[config.mk]
export PLATFORM = sky130hd
export DESIGN_NAME = rggen_axi4lite_bridge_pipelined
export DESIGN_NICKNAME = d
export VERILOG_FILES = /design/src/rtl/rggen_axi4lite_bridge_pipelined.sv
export SDC_FILE = /design/constraint.sdc
export NUM_CORES = 1
export LEC_CHECK = 0
export CAP_MARGIN = 30
export CORE_MARGIN = 2
export CORE_UTILIZATION = 43
export DETAILED_ROUTE_END_ITERATION = 6
export GPL_TIMING_DRIVEN = 0
export PLACE_DENSITY = 0.87
export SLEW_MARGIN = 10
export SYNTH_ARGS = -nofsm -noshare
export SYNTH_HDL_FRONTEND = slang
export SYNTH_SLANG_ARGS = --single-unit
[constraint.sdc]
create_clock -name i_clk -period 11.2 [get_ports i_clk]
set_input_delay 1.12 -clock i_clk [delete_from_list [all_inputs] [get_ports i_clk]]
set_output_delay 1.12 -clock i_clk [all_outputs]
set_load 0.01 [all_outputs]
[src/rtl/rggen_axi4lite_bridge_pipelined.sv]
// AXI4-Lite slave to rggen bus bridge with per-direction response queues.
// Write/read grant is arbitrated, then held stable until the bus accepts it.
module rggen_axi4lite_bridge_pipelined_queue #(
    parameter int WIDTH = 8,
    parameter int DEPTH = 2
)(
    input  logic             i_clk,
    input  logic             i_rst,
    input  logic             i_push,
    input  logic [WIDTH-1:0] i_data,
    input  logic             i_pop,
    output logic             o_full,
    output logic             o_empty,
    output logic [WIDTH-1:0] o_data
);
    localparam int CW = $clog2(DEPTH + 1);
    localparam int PW = (DEPTH > 1) ? $clog2(DEPTH) : 1;
    localparam logic [PW-1:0] LAST = PW'(DEPTH - 1);

    logic [WIDTH-1:0] mem [DEPTH];
    logic [CW-1:0]    count;
    logic [PW-1:0]    wr_ptr;
    logic [PW-1:0]    rd_ptr;
    logic             push;
    logic             pop;

    assign o_full  = count == CW'(DEPTH);
    assign o_empty = count == '0;
    assign pop     = i_pop && !o_empty;
    assign push    = i_push && (!o_full || pop);
    assign o_data  = mem[rd_ptr];

    always_ff @(posedge i_clk or posedge i_rst) begin
        if (i_rst) begin
            count  <= '0;
            wr_ptr <= '0;
            rd_ptr <= '0;
        end else begin
            if (push) begin
                wr_ptr <= (wr_ptr == LAST) ? '0 : wr_ptr + PW'(1);
            end
            if (pop) begin
                rd_ptr <= (rd_ptr == LAST) ? '0 : rd_ptr + PW'(1);
            end
            if (push && !pop) begin
                count <= count + CW'(1);
            end else if (pop && !push) begin
                count <= count - CW'(1);
            end
        end
    end

    // Storage needs no reset: count gates visibility of every entry.
    always_ff @(posedge i_clk) begin
        if (push) begin
            mem[wr_ptr] <= i_data;
        end
    end
endmodule

module rggen_axi4lite_bridge_pipelined #(
    parameter int ID_WIDTH      = 0,
    parameter int ADDRESS_WIDTH = 8,
    parameter int BUS_WIDTH     = 32,
    parameter int OUTSTANDING   = 2,
    parameter int ARBITRATION   = 0,
    localparam int IW = (ID_WIDTH > 0) ? ID_WIDTH : 1,
    localparam int SW = BUS_WIDTH / 8
)(
    input  logic                     i_clk,
    input  logic                     i_rst,
    input  logic                     i_awvalid,
    output logic                     o_awready,
    input  logic [IW-1:0]            i_awid,
    input  logic [ADDRESS_WIDTH-1:0] i_awaddr,
    input  logic                     i_wvalid,
    output logic                     o_wready,
    input  logic [BUS_WIDTH-1:0]     i_wdata,
    input  logic [SW-1:0]            i_wstrb,
    output logic                     o_bvalid,
    input  logic                     i_bready,
    output logic [IW-1:0]            o_bid,
    output logic [1:0]               o_bresp,
    input  logic                     i_arvalid,
    output logic                     o_arready,
    input  logic [IW-1:0]            i_arid,
    input  logic [ADDRESS_WIDTH-1:0] i_araddr,
    output logic                     o_rvalid,
    input  logic                     i_rready,
    output logic [IW-1:0]            o_rid,
    output logic [1:0]               o_rresp,
    output logic [BUS_WIDTH-1:0]     o_rdata,
    output logic                     o_bus_valid,
    output logic [1:0]               o_bus_access,
    output logic [ADDRESS_WIDTH-1:0] o_bus_address,
    output logic [BUS_WIDTH-1:0]     o_bus_write_data,
    output logic [SW-1:0]            o_bus_strobe,
    input  logic                     i_bus_ready,
    input  logic [1:0]               i_bus_status,
    input  logic [BUS_WIDTH-1:0]     i_bus_read_data
);
    localparam logic [1:0] RGGEN_READ  = 2'b10;
    localparam logic [1:0] RGGEN_WRITE = 2'b11;
    localparam int BW_E = IW + 2;
    localparam int RW_E = IW + 2 + BUS_WIDTH;

    logic            locked;
    logic            lock_read;
    logic            last_read;
    logic            write_cand;
    logic            read_cand;
    logic            grant_read;
    logic            bus_valid;
    logic            handshake;
    logic            b_full;
    logic            b_empty;
    logic            r_full;
    logic            r_empty;
    logic [IW-1:0]   awid;
    logic [IW-1:0]   arid;
    logic [BW_E-1:0] b_entry;
    logic [RW_E-1:0] r_entry;

    assign awid = (ID_WIDTH > 0) ? i_awid : '0;
    assign arid = (ID_WIDTH > 0) ? i_arid : '0;

    assign write_cand = i_awvalid && i_wvalid && !b_full;
    assign read_cand  = i_arvalid && !r_full;
    assign bus_valid  = locked || write_cand || read_cand;
    assign handshake  = bus_valid && i_bus_ready;

    always_comb begin
        grant_read = 1'b0;
        if (locked) begin
            grant_read = lock_read;
        end else if (read_cand && !write_cand) begin
            grant_read = 1'b1;
        end else if (read_cand && write_cand) begin
            if (ARBITRATION == 1) begin
                grant_read = 1'b1;
            end else if (ARBITRATION == 2) begin
                grant_read = !last_read;
            end
        end
    end

    always_ff @(posedge i_clk or posedge i_rst) begin
        if (i_rst) begin
            locked    <= 1'b0;
            lock_read <= 1'b0;
            last_read <= 1'b1;
        end else begin
            locked    <= bus_valid && !i_bus_ready;
            lock_read <= grant_read;
            if (handshake) begin
                last_read <= grant_read;
            end
        end
    end

    assign o_bus_valid      = bus_valid;
    assign o_bus_access     = grant_read ? RGGEN_READ : RGGEN_WRITE;
    assign o_bus_address    = grant_read ? i_araddr : i_awaddr;
    assign o_bus_write_data = grant_read ? '0 : i_wdata;
    assign o_bus_strobe     = grant_read ? '0 : i_wstrb;

    assign o_awready = handshake && !grant_read;
    assign o_wready  = handshake && !grant_read;
    assign o_arready = handshake && grant_read;

    rggen_axi4lite_bridge_pipelined_queue #(
        .WIDTH (BW_E),
        .DEPTH (OUTSTANDING)
    ) u_b_queue (
        .i_clk   (i_clk),
        .i_rst   (i_rst),
        .i_push  (handshake && !grant_read),
        .i_data  ({awid, i_bus_status}),
        .i_pop   (i_bready),
        .o_full  (b_full),
        .o_empty (b_empty),
        .o_data  (b_entry)
    );

    rggen_axi4lite_bridge_pipelined_queue #(
        .WIDTH (RW_E),
        .DEPTH (OUTSTANDING)
    ) u_r_queue (
        .i_clk   (i_clk),
        .i_rst   (i_rst),
        .i_push  (handshake && grant_read),
        .i_data  ({arid, i_bus_status, i_bus_read_data}),
        .i_pop   (i_rready),
        .o_full  (r_full),
        .o_empty (r_empty),
        .o_data  (r_entry)
    );

    assign o_bvalid = !b_empty;
    assign o_bid    = b_entry[BW_E-1-:IW];
    assign o_bresp  = b_entry[1:0];
    assign o_rvalid = !r_empty;
    assign o_rid    = r_entry[RW_E-1-:IW];
    assign o_rresp  = r_entry[BUS_WIDTH+:2];
    assign o_rdata  = r_entry[BUS_WIDTH-1:0];
endmodule
==> results.md <==
* Core ar. at 8090 µm²
* Final non-filler cell total at 526
* Leak at 2.12 nW
* Syn Inst Count at 222
* First-pass GRT wire length at 12400 µm
* Final worst setup slack at 6.93 ns
* WP data required at 10.08 ns
* Pre-CTS WS at 6.93 ns
* Hpwl dp at 6740 µm
* Total congestion overflow at 0
* Period utilization at 38.1%
* Antenna violations before repair at 0
* CTS tree: yes
* Avg Cell Area, Syn at 15.9 µm²
* FF-to-FF setup slack at 8.80 ns
* DIE HEIGHT at 94.6 µm
* Post-synth ARST share at 12.2%
* Mapped Area at 3530 µm²
* H-tree levels at 3
* Synth area leaders: edfxtp_1 61%, mux2_2 11%, dfrtp_1 7.1%
* Rows at 33
* CTS Buf Count at 9
* WL/cell at 16.1 µm
* Final TNS setup at 0 ns
* Worst vdd ir at 0.0833 mV
* Critical path fanouts, max at 10
* Die area at 8940 µm²
* Routability Congestion at 0.931
* #FFs+latches synth at 82
* Final hold vios at 0
* Cell variety after synth at 30
* Antenna fix cells at 0
* Later-pin clock latency in the skew report at 0.35 ns
* Main synth FF type: edfxtp_1
* DRT antenna net count at 0
* Seq/Total Area, Yosys at 68.4%
* Total iterations of the first detailed-routing run at 6
* Initial Util at 43.6%
* Nets at 515
* I/O Buffers at 180
* Top cell type by total area after synthesis: edfxtp_1
* Die X at 94.6 µm
* Slew Limit Headroom at 46.5%
* Hold Buf Count CTS at 0
* Clock slew at reported path FFs at 0.08 ns
* Tot Pwr at 1.11 mW
* Placed insts at 511
* Number of synthesized flops with an enable pin at 72
* Post-cts sizing count at 0
* Total track usage at 18.9%
* Unrepaired setup endpoints after global routing: no
* Startpoint types: primary input
* Most common cell in the netlist: edfxtp_1
* Fmax at 234 MHz
* DRT iter0 DRCs at 66
* Least-Margin Pin Slew at 0.803 ns
* WL final at 8450 µm
* Synth warn at 0
* Largest net degree at the start of global routing at 35
* Clk root buf: clkbuf_8
* Clock skew at 0.00433 ns
* Outcome: complete, no violations
* PD cells at 196 nW/µm²
* Sink Count at 82
* Hold crit path type: reg2reg
* Share of cells above drive strength 1 at 17.3%
* Clock tree buffer depth at 2
* Endpoints failing setup at 0
* Vias in the first global route at 2549
* Routed vias at 2545
* Final Slew Violations at 0
* Top Ports at 186
* Worst path arrival time at 3.15 ns
* Worst setup EP type: output pin
* Setup CP Type: in2out
* Synthesis-to-finish area growth at 61.3%
* DR vias/cell at 4.84
* Drc violations at 0
* List of most frequent post-synthesis cells: 72 x edfxtp_1, 36 x and3_1, 36 x mux2_2
* Min Tclk post-route at 4.27 ns
* Area share of the largest cell type after synthesis at 61.3%
* Post-CTS setup buffers at 0
* Max-cap violation count at 0
cell type report:
class	count	area (µm²)
buffer	16	90.1
inverter	2	12.5
tap	105	131
multi-input combinational	123	1020
fill	555	2400
clock inverter	6	68.8
clock buffer	9	124
sequential	82	2410
timing repair buffer	183	1830
stage by stage:
step	cell area, µm²	hold slack [ns]	utilization, %
after floorplan	3530	0.456	-
after global placement	5460	0.472	67.5
after detailed placement	5500	0.495	67.9
after CTS	5690	0.512	70.3
after global routing	5690	0.530	70.3
final	5690	0.509	70.3
worst max-delay path, stage by stage:
cell and delay (ns):
clkdlybuf4s50_1 0.52, nand2b_1 0.07, a311o_1 0.31, and2_4 0.20, inv_6 0.10, mux2_1 0.32, clkdlybuf4s50_1 0.50
placed cells by master (no fill, tap or decap), types with 4 or more instances in the layout:
cell type,netlist,layout
and3_1,36,36
buf_2,6,6
buf_4,4,6
clkbuf_1,5,5
clkbuf_8,0,9
clkdlybuf4s50_1,0,180
dfrtp_1,10,10
edfxtp_1,72,72
mux2_1,8,8
mux2_2,36,36
nand2_1,6,6
nor2_1,4,4
xnor2_1,4,4
xor2_1,6,6
final timing paths:
check	from	to	cells after the start
max	i_arvalid	o_bus_address[5]	7
min	u_r_queue.wr_ptr	u_r_queue.wr_ptr	1
max reg2reg	u_b_queue.count[0]	u_r_queue.mem[1][19]	5
min reg2reg	u_r_queue.wr_ptr	u_r_queue.wr_ptr	1
max in group asynchronous	i_rst	u_r_queue.count[0]	2
min in group asynchronous	i_rst	u_b_queue.rd_ptr	2
kinds of logic (layout without fill, tap and decap cells):
family                     after synthesis  count (layout)  synth area share (%)
DFF                                     82              82                  68.4
and+or+nand+nor                         58              58                  9.79
muxes                                   44              44                  14.1
buffers and inverters                   18             216                  2.91
xor gates and xnor gates                10              10                  2.48
AOI/OAI and AO/OA                        6               6                  1.42
adders and majority gates                2               2                 0.710
other                                    2               3                 0.213
report_power, final:
part | internal [mW] | leakage [nW] | switching (mW) | total (mW)
Clock | 0.102 | 0.0953 | 0.102 | 0.204
Combinational | 0.293 | 1.26 | 0.208 | 0.501
Sequential | 0.385 | 0.773 | 0.0231 | 0.408
sequential cells by signal (all words and copies together), names as in the netlist:
signal and count:
u_b_queue.count 2, u_r_queue.mem 68, u_r_queue.count 2, u_b_queue.wr_ptr 1
u_r_queue.wr_ptr 1, u_b_queue.mem 4, u_b_queue.rd_ptr 1, u_r_queue.rd_ptr 1
locked 1, lock_read 1
metal layers:
layer / vias to the layer above / GRT usage [%] / wire (µm)
li1: 1212 / - / -
met1: 1182 / 18.0 / 2790
met2: 135 / 34.0 / 4440
met3: 16 / 9.02 / 949
met4: 0 / 9.18 / 269
met5: - / 0 / 0
No activity file was read; power rests on OpenSTA's default activity.
